`src/rtl/arith_pkg.sv`:
```
// ============================================================================
// Module  : arith_pkg
// Purpose : Shared constants and state encodings for the lab arithmetic set.
// Rev     : 1.0  initial release
// ============================================================================
`default_nettype none

package arith_pkg;

  localparam int ARITH_W = 32;

  typedef enum logic [1:0] {
    ST_IDLE = 2'd0,
    ST_RUN  = 2'd1,
    ST_FIN  = 2'd2
  } state_t;

endpackage

`default_nettype wire

```
`src/rtl/shift_sub_divide_step.sv`:
```
// ============================================================================
// Module  : sub_cmp_step
// Purpose : One restoring-division step: trial subtract on WIDTH+1 bits,
//           restore on borrow, and produce the new quotient bit.
// Rev     : 1.0  initial release
// ============================================================================
`default_nettype none

module sub_cmp_step #(
  parameter int WIDTH = 32
) (
  input  logic [WIDTH:0]   minuend,
  input  logic [WIDTH-1:0] divisor,
  output logic [WIDTH-1:0] rem_next,
  output logic             q_bit
);

  logic [WIDTH:0] w_diff;
  logic           w_borrow;

  // minuend < 2*divisor always holds, so the sign bit of the difference is the borrow
  assign w_diff   = minuend - {1'b0, divisor};
  assign w_borrow = w_diff[WIDTH];
  assign q_bit    = ~w_borrow;
  assign rem_next = w_borrow ? minuend[WIDTH-1:0] : w_diff[WIDTH-1:0];

endmodule

`default_nettype wire

```
`src/rtl/shift_sub_divide.sv`:
```
// ============================================================================
// Module  : shift_sub_divide
// Purpose : Sequential restoring divider, one quotient bit per clock, with a
//           start/busy/done handshake and divide-by-zero reporting.
// Rev     : 1.0  initial release
// ============================================================================
`default_nettype none

module shift_sub_divide
  import arith_pkg::*;
#(
  parameter int WIDTH = ARITH_W
) (
  input  logic             clk,
  input  logic             rst,
  input  logic             start,
  input  logic [WIDTH-1:0] dividend,
  input  logic [WIDTH-1:0] divisor,
  output logic             busy,
  output logic             done,
  output logic [WIDTH-1:0] quotient,
  output logic [WIDTH-1:0] remainder,
  output logic             div_by_zero
);

  localparam int             CW   = $clog2(WIDTH + 1);
  localparam logic [CW-1:0]  LAST = CW'(WIDTH - 1);

  state_t           r_state;
  logic [WIDTH-1:0] r_quo;
  logic [WIDTH-1:0] r_rem;
  logic [WIDTH-1:0] r_dvs;
  logic [CW-1:0]    r_cnt;

  logic [WIDTH:0]   w_rem_sh;
  logic [WIDTH-1:0] w_rem_next;
  logic             w_q_bit;

  // The stored partial remainder is always below the divisor, so it fits in
  // WIDTH bits; the shifted trial value needs WIDTH+1.
  assign w_rem_sh = {r_rem, r_quo[WIDTH-1]};

  sub_cmp_step #(.WIDTH(WIDTH)) u_step (
    .minuend  (w_rem_sh),
    .divisor  (r_dvs),
    .rem_next (w_rem_next),
    .q_bit    (w_q_bit)
  );

  always_ff @(posedge clk) begin
    if (rst) begin
      r_state     <= ST_IDLE;
      busy        <= 1'b0;
      done        <= 1'b0;
      div_by_zero <= 1'b0;
      quotient    <= '0;
      remainder   <= '0;
      r_quo       <= '0;
      r_rem       <= '0;
      r_dvs       <= '0;
      r_cnt       <= '0;
    end else begin
      done <= 1'b0;
      case (r_state)
        ST_IDLE: begin
          if (start) begin
            r_dvs <= divisor;
            r_quo <= dividend;
            r_rem <= '0;
            r_cnt <= '0;
            if (divisor == '0) begin
              r_state     <= ST_FIN;
              done        <= 1'b1;
              div_by_zero <= 1'b1;
              quotient    <= '1;
              remainder   <= dividend;
            end else begin
              r_state     <= ST_RUN;
              busy        <= 1'b1;
              div_by_zero <= 1'b0;
            end
          end
        end
        ST_RUN: begin
          r_quo <= {r_quo[WIDTH-2:0], w_q_bit};
          r_rem <= w_rem_next;
          r_cnt <= r_cnt + 1'b1;
          if (r_cnt == LAST) begin
            r_state   <= ST_FIN;
            busy      <= 1'b0;
            done      <= 1'b1;
            quotient  <= {r_quo[WIDTH-2:0], w_q_bit};
            remainder <= w_rem_next;
          end
        end
        ST_FIN:  r_state <= ST_IDLE;
        default: r_state <= ST_IDLE;
      endcase
    end
  end

endmodule

`default_nettype wire

```
`config.mk`:
```
export PLATFORM = sky130hd
export DESIGN_NAME = shift_sub_divide
export DESIGN_NICKNAME = d
export VERILOG_FILES = /design/src/rtl/arith_pkg.sv /design/src/rtl/shift_sub_divide_step.sv /design/src/rtl/shift_sub_divide.sv
export SDC_FILE = /design/constraint.sdc
export NUM_CORES = 1
export LEC_CHECK = 0
export ABC_AREA = 1
export CAP_MARGIN = 5
export CORE_MARGIN = 2
export CORE_UTILIZATION = 58
export CTS_BUF_LIST = sky130_fd_sc_hd__clkbuf_4
export CTS_CLUSTER_DIAMETER = 50
export DETAILED_ROUTE_END_ITERATION = 10
export PLACE_DENSITY = 0.83
export RECOVER_POWER = 50
export SYNTH_ARGS = -nofsm -noshare
export SYNTH_HDL_FRONTEND = slang
export SYNTH_SLANG_ARGS = --single-unit
```
`constraint.sdc`:
```
create_clock -name clk -period 2.5 [get_ports clk]
set_input_delay 0.5 -clock clk [delete_from_list [all_inputs] [get_ports clk]]
set_output_delay 0.5 -clock clk [all_outputs]
set_load 0.01 [all_outputs]
```
# Yosys cells after proc, flatten, opt, wreduce, memory -nomap -nowiden
# Cells that the tools add are included.
[op_classes]
reduce_logical = 8
add_sub_neg = 2
n_eq_ne = 6
muxes = 27
bitwise = 1
[ops]
columns = ["cell", "n"]
rows = [
  ["$mux 32", 9],
  ["$pmux 32 s2", 4],
  ["$sub 33x32->33", 1],
  ["$logic_not 32->1", 1],
  ["$pmux 6 s2", 1],
  ["$ne 2x2->1 const B", 4],
  ["$reduce_and 4->1", 2],
  ["$add 6x1->6 const B", 1],
  ["$eq 6x5->1 const B", 1],
  ["$mux 1", 6],
  ["$mux 2", 3],
  ["$mux 6", 1],
  ["$reduce_and 2->1", 3],
  ["$pmux 1 s2", 2],
  ["$pmux 2 s2", 1],
  ["$eq 2x1->1 const B", 1],
  ["$logic_not 2->1", 1],
  ["$reduce_bool 2->1", 1],
  ["$not 1->1", 1],
]
[totals]
register_bits = 171
inputBits = 67

# Longest topological paths before layout
[logic_depth]
depth_word = 4
depth_mapped = 19

# Hierarchy
# From an unflattened synthesis, not the netlist that was laid out.
[unflattened]
hier_cells = 1653
area_unflattened_um2 = 10287.4
[by_module_without_submodules]
columns = ["module", "n_inst", "cells_each", "area_each_um2", "seq_area_each_um2"]
rows = [
  ["shift_sub_divide", 1, 972, 7036.7, 3423.3],
  ["sub_cmp_step", 1, 681, 3250.6, 0.0],
]

# Worst setup path after synthesis
# No wires, ideal clock.
[synth_timing]
path_type = "reg-to-reg"
from = "reg r_quo[31]"
to = "reg r_rem[12]"
setup_time_ns = 0.109
required_time_ns = 2.391
n_path_buf = 1
arrival_time_ns = 2.053
path_slack_ns = 0.338
stages_incl_launch_ff = 19
cell_sequence = "dfxtp_1 -> inv_1 -> ha_1 -> fa_1 -> inv_1 -> nand2_1 -> nand2_1 -> nand3_1 -> nand2_1 -> nand2_1 -> nand2_2 -> nand2_2 -> nand3_1 -> nand2_4 -> buf_12 -> nand3_1 -> nand3_1 -> nand2_1 -> inv_1"
[synth_between]
elab_chain_cells = 3
[synth_rtl]
columns = ["element", "line", "source"]
rows = [
  ["from (decl)", "shift_sub_divide.sv:30", "logic [WIDTH-1:0] r_quo;"],
  ["from (signal assigned)", "shift_sub_divide.sv:68", "r_quo <= dividend;"],
  ["from (signal assigned)", "shift_sub_divide.sv:85", "r_quo <= {r_quo[WIDTH-2:0], w_q_bit};"],
  ["$sub 33x32->33", "shift_sub_divide_step.sv:22", "assign w_diff = minuend - {1'b0, divisor};"],
  ["$mux 32", "shift_sub_divide_step.sv:25", "assign rem_next = w_borrow ? minuend[WIDTH-1:0] : w_diff[WIDTH-1:0];"],
  ["$pmux 32 s2", "shift_sub_divide.sv:64", "case (r_state)"],
  ["to (signal assigned)", "shift_sub_divide.sv:86", "r_rem <= w_rem_next;"],
  ["to (decl)", "shift_sub_divide.sv:31", "logic [WIDTH-1:0] r_rem;"],
]
# No other way between the ends.
# A chain may end at the register's enable or synchronous reset.

# Worst setup path after layout
[layout_timing]
from = "reg r_quo[31]"
to = "reg remainder[2]"
[layout_between]
elab_chain_cells = 4
[layout_rtl]
columns = ["element", "line", "source"]
rows = [
  ["$sub 33x32->33", "shift_sub_divide_step.sv:22", ""],
  ["$mux 32", "shift_sub_divide_step.sv:25", ""],
  ["$mux 32", "shift_sub_divide.sv:88", "if (r_cnt == LAST) begin"],
  ["$pmux 32 s2", "shift_sub_divide.sv:64", ""],
  ["to (signal assigned)", "shift_sub_divide.sv:76", "remainder <= dividend;"],
  ["to (signal assigned)", "shift_sub_divide.sv:93", "remainder <= w_rem_next;"],
  ["to (decl)", "shift_sub_divide.sv:22", "output logic [WIDTH-1:0] remainder,"],
]
# No other way between the ends. The select of a mux whose other input is x is not followed.

==> results.toml <==
[outcome]
status = "completed"

[pwr]
vdd_drop_max_uv = 394
total_power_w = 0.00721
p_per_area_nw_per_um2 = 586
p_leak_nw = 6.71

[timing]
setup_viol_count_final = 0
slew_violations = 0
tightest_slew_ps = 968
fin_worst_skew_ps = 23.8
fmax_mhz = 413
fin_crit_sh_pct = 96.9
hold_violations = 0
hold_slack_ps = 469
max_slew_margin_pct = 35.5
post-route-min-period_ps = 2420
setup_slack_ps = 77.9

[synth]
synth_top_area_share_pct = 33.7
netlist_instances = 1596
synthTopCellsByArea = "dfxtp_1, nand2_1, inv_1"
syn-num-nets = 1697
ys_async_sr_fraction_pct = 0
synth.most_common_cell = "nand2_1"
synth_flop_cell = "dfxtp_1"
synth_edf_count = 0
synth_common_cells = "nand2_1, inv_1, dfxtp_1"
ys_seq_elements = 171
syn_area_um2 = 10200
synth_top_area_cell = "dfxtp_1"
ys_warn_count = 0
synth_area_per_cell_um2 = 6.36
synth-seq-area-share_pct = 33.7
yosysUniqueCellTypes = 38

[hold_path]
worstHoldPathType = "flip-flop to flip-flop"

[clocking]
htreeDepth = 4
clk_latency_ps = 610
ctsHoldBuffers = 0
clock-sinks = 171
numCtsBuffers = 17
cts_tree = "done"
cts.clk_slew.worst_paths_ps = 160
cts_root_buf = "clkbuf_4"
clock_tree.buffer_depth = 2

[finish]
stdcell_area_um2 = 12300
layout.nets = 1826
drive_above_1_share_pct = 8.29
area_growth_syn_to_layout_pct = 21.0
fillCellCount = 1468
post-route-util_pct = 71.3

[setup_path]
arrival_ps = 2980
cp-start-kind = "flip-flop"
criticalPathCategory = "flip-flop to flip-flop"
end_kind = "flip-flop"
worstPathRequired_ps = 3060
regToRegSetupSlack_ps = 80
cp_max_fo = 7

[routing]
via_count = 10400
via_per_inst = 5.29
drt-pass1-iter-count = 8
drt_iter0_markers = 898
drc = 0
ant_nets = 0
wire_per_inst_um = 14.6
routed_wl_um = 28700

[global_routing]
grtUsageMet2_pct = 48.5
use_met1_pct = 42.7
grt_util_met3_pct = 5.63
antenna_found_initial = 1
grt_util_all_layers_pct = 30.9
grt_max_degree = 64
grt_pass1_wl_um = 45700
first_global_vias = 9469
overflow = 0
busiest_layer = "met2"

[place]
io_buffers = 133
placed_area_um2 = 11800
place_ws_ps = -209
dp_hpwl_um = 21600
gp_congestion = 0.923

[floorplan]
die_h_um = 136
start_util_pct = 58.9
fp.dieW_um = 136
pin_count = 134
coreArea_um2 = 17200
row_count = 48
die-area_um2 = 18600

[run]
timing.max_cap.violations = 0
## cell usage in the layout (no fill, tap or decap), types with 2 or more instances in the layout
cell             instances
nor3_1                  36
buf_12                   7
nor2_2                   6
inv_2                    4
ha_4                     2
clkinv_8                 2
a21o_1                   2
and2_1                   4
clkdlybuf4s50_1         92
clkbuf_2                 5
nand4_1                  8
clkbuf_4                18
clkbuf_16                2
ha_1                    30
o21ai_0                 68
inv_8                    4
nand3_1                126
buf_4                   30
dlygate4sd3_1           41
nand3_2                 32
a221oi_1                 2
o21a_1                  30
dfxtp_1                168
nand2_4                  2
inv_6                    4
dfxtp_2                  3
nor2_1                 125
clkinv_4                 2
a21oi_1                 87
nand2_2                  9
inv_1                  315
o211ai_1                32
buf_6                    2
xor2_1                  14
nand2_1                408
## power breakdown
part | internal [W] | switching [W] | total (W)
clock | 0.000563 | 0.00114 | 0.00170
sequential | 0.00287 | 0.0000949 | 0.00296
combinational | 0.000931 | 0.00161 | 0.00254
## area by class of cell
cell class / instances / area (µm²) / share of cell area, %
diodes: 1 / 2.50 / 0.0204
clock buffers: 18 / 135 / 1.10
clock inverters: 14 / 168 / 1.36
inverters: 320 / 1200 / 9.78
multi-input cells: 1036 / 5280 / 43.0
flip-flops and latches: 171 / 3430 / 27.9
well taps: 225 / 282 / 2.29
repair buffers: 179 / 1790 / 14.6
## what timing repair did
item,in CTS,in global routing
pin swaps,1,20
setup endpoints to repair,9,66
setup buffers,0,4
cloned,0,3
resized for setup,1,28
## metrics by stage
step                      instances  TNS, ps
after floorplan                1596        0
after global placement         1924    -5420
after detailed placement       1924    -9680
after CTS                      1956        0
after global routing           1964     -368
final                          1964        0
## final timing paths
path              from      endpoint  cells past startpoint
max reg2reg  r_quo[31]  remainder[2]                     19
min reg2reg  r_dvs[28]     r_dvs[28]                      2
min          r_dvs[28]     r_dvs[28]                      2
max          r_quo[31]  remainder[2]                     19
## worst max-delay path: stages (launching register included)
cell and delay, ps:
dfxtp_2 360, inv_2 50, ha_4 170, fa_2 400, inv_2 70, nand2_1 50
nand2_1 90, nand3_2 70, nand2_2 80, nand2_1 60, nand2_2 70, nand2_2 80
nand2_2 80, nand2_2 60, nand2_4 150, clkbuf_16 180, nand3_1 130, nand3_1 130
nand2_1 50, inv_1 40
## registers in the layout (all words and copies together) (netlist names)
register	cells
quotient	32
r_dvs	32
r_quo	32
r_rem	32
remainder	32
r_cnt	6
r_state	2
busy	1
div_by_zero	1
done	1
## logic make-up after synthesis
group,synth area share (%)
DFF,33.7
xor gates and xnor gates,1.29
buffers and inverters,15.5
and+or+nand+nor,32.4
AOI/OAI and AO/OA,12.9
adders and majority gates,4.26
## routing by layer
layer,part of all wire [%],vias up
li1,-,5247
met1,44,4666
met2,45,415
met3,8.0,58
met4,3.0,0
met5,0,-
Power figures use the tool's default switching activity.
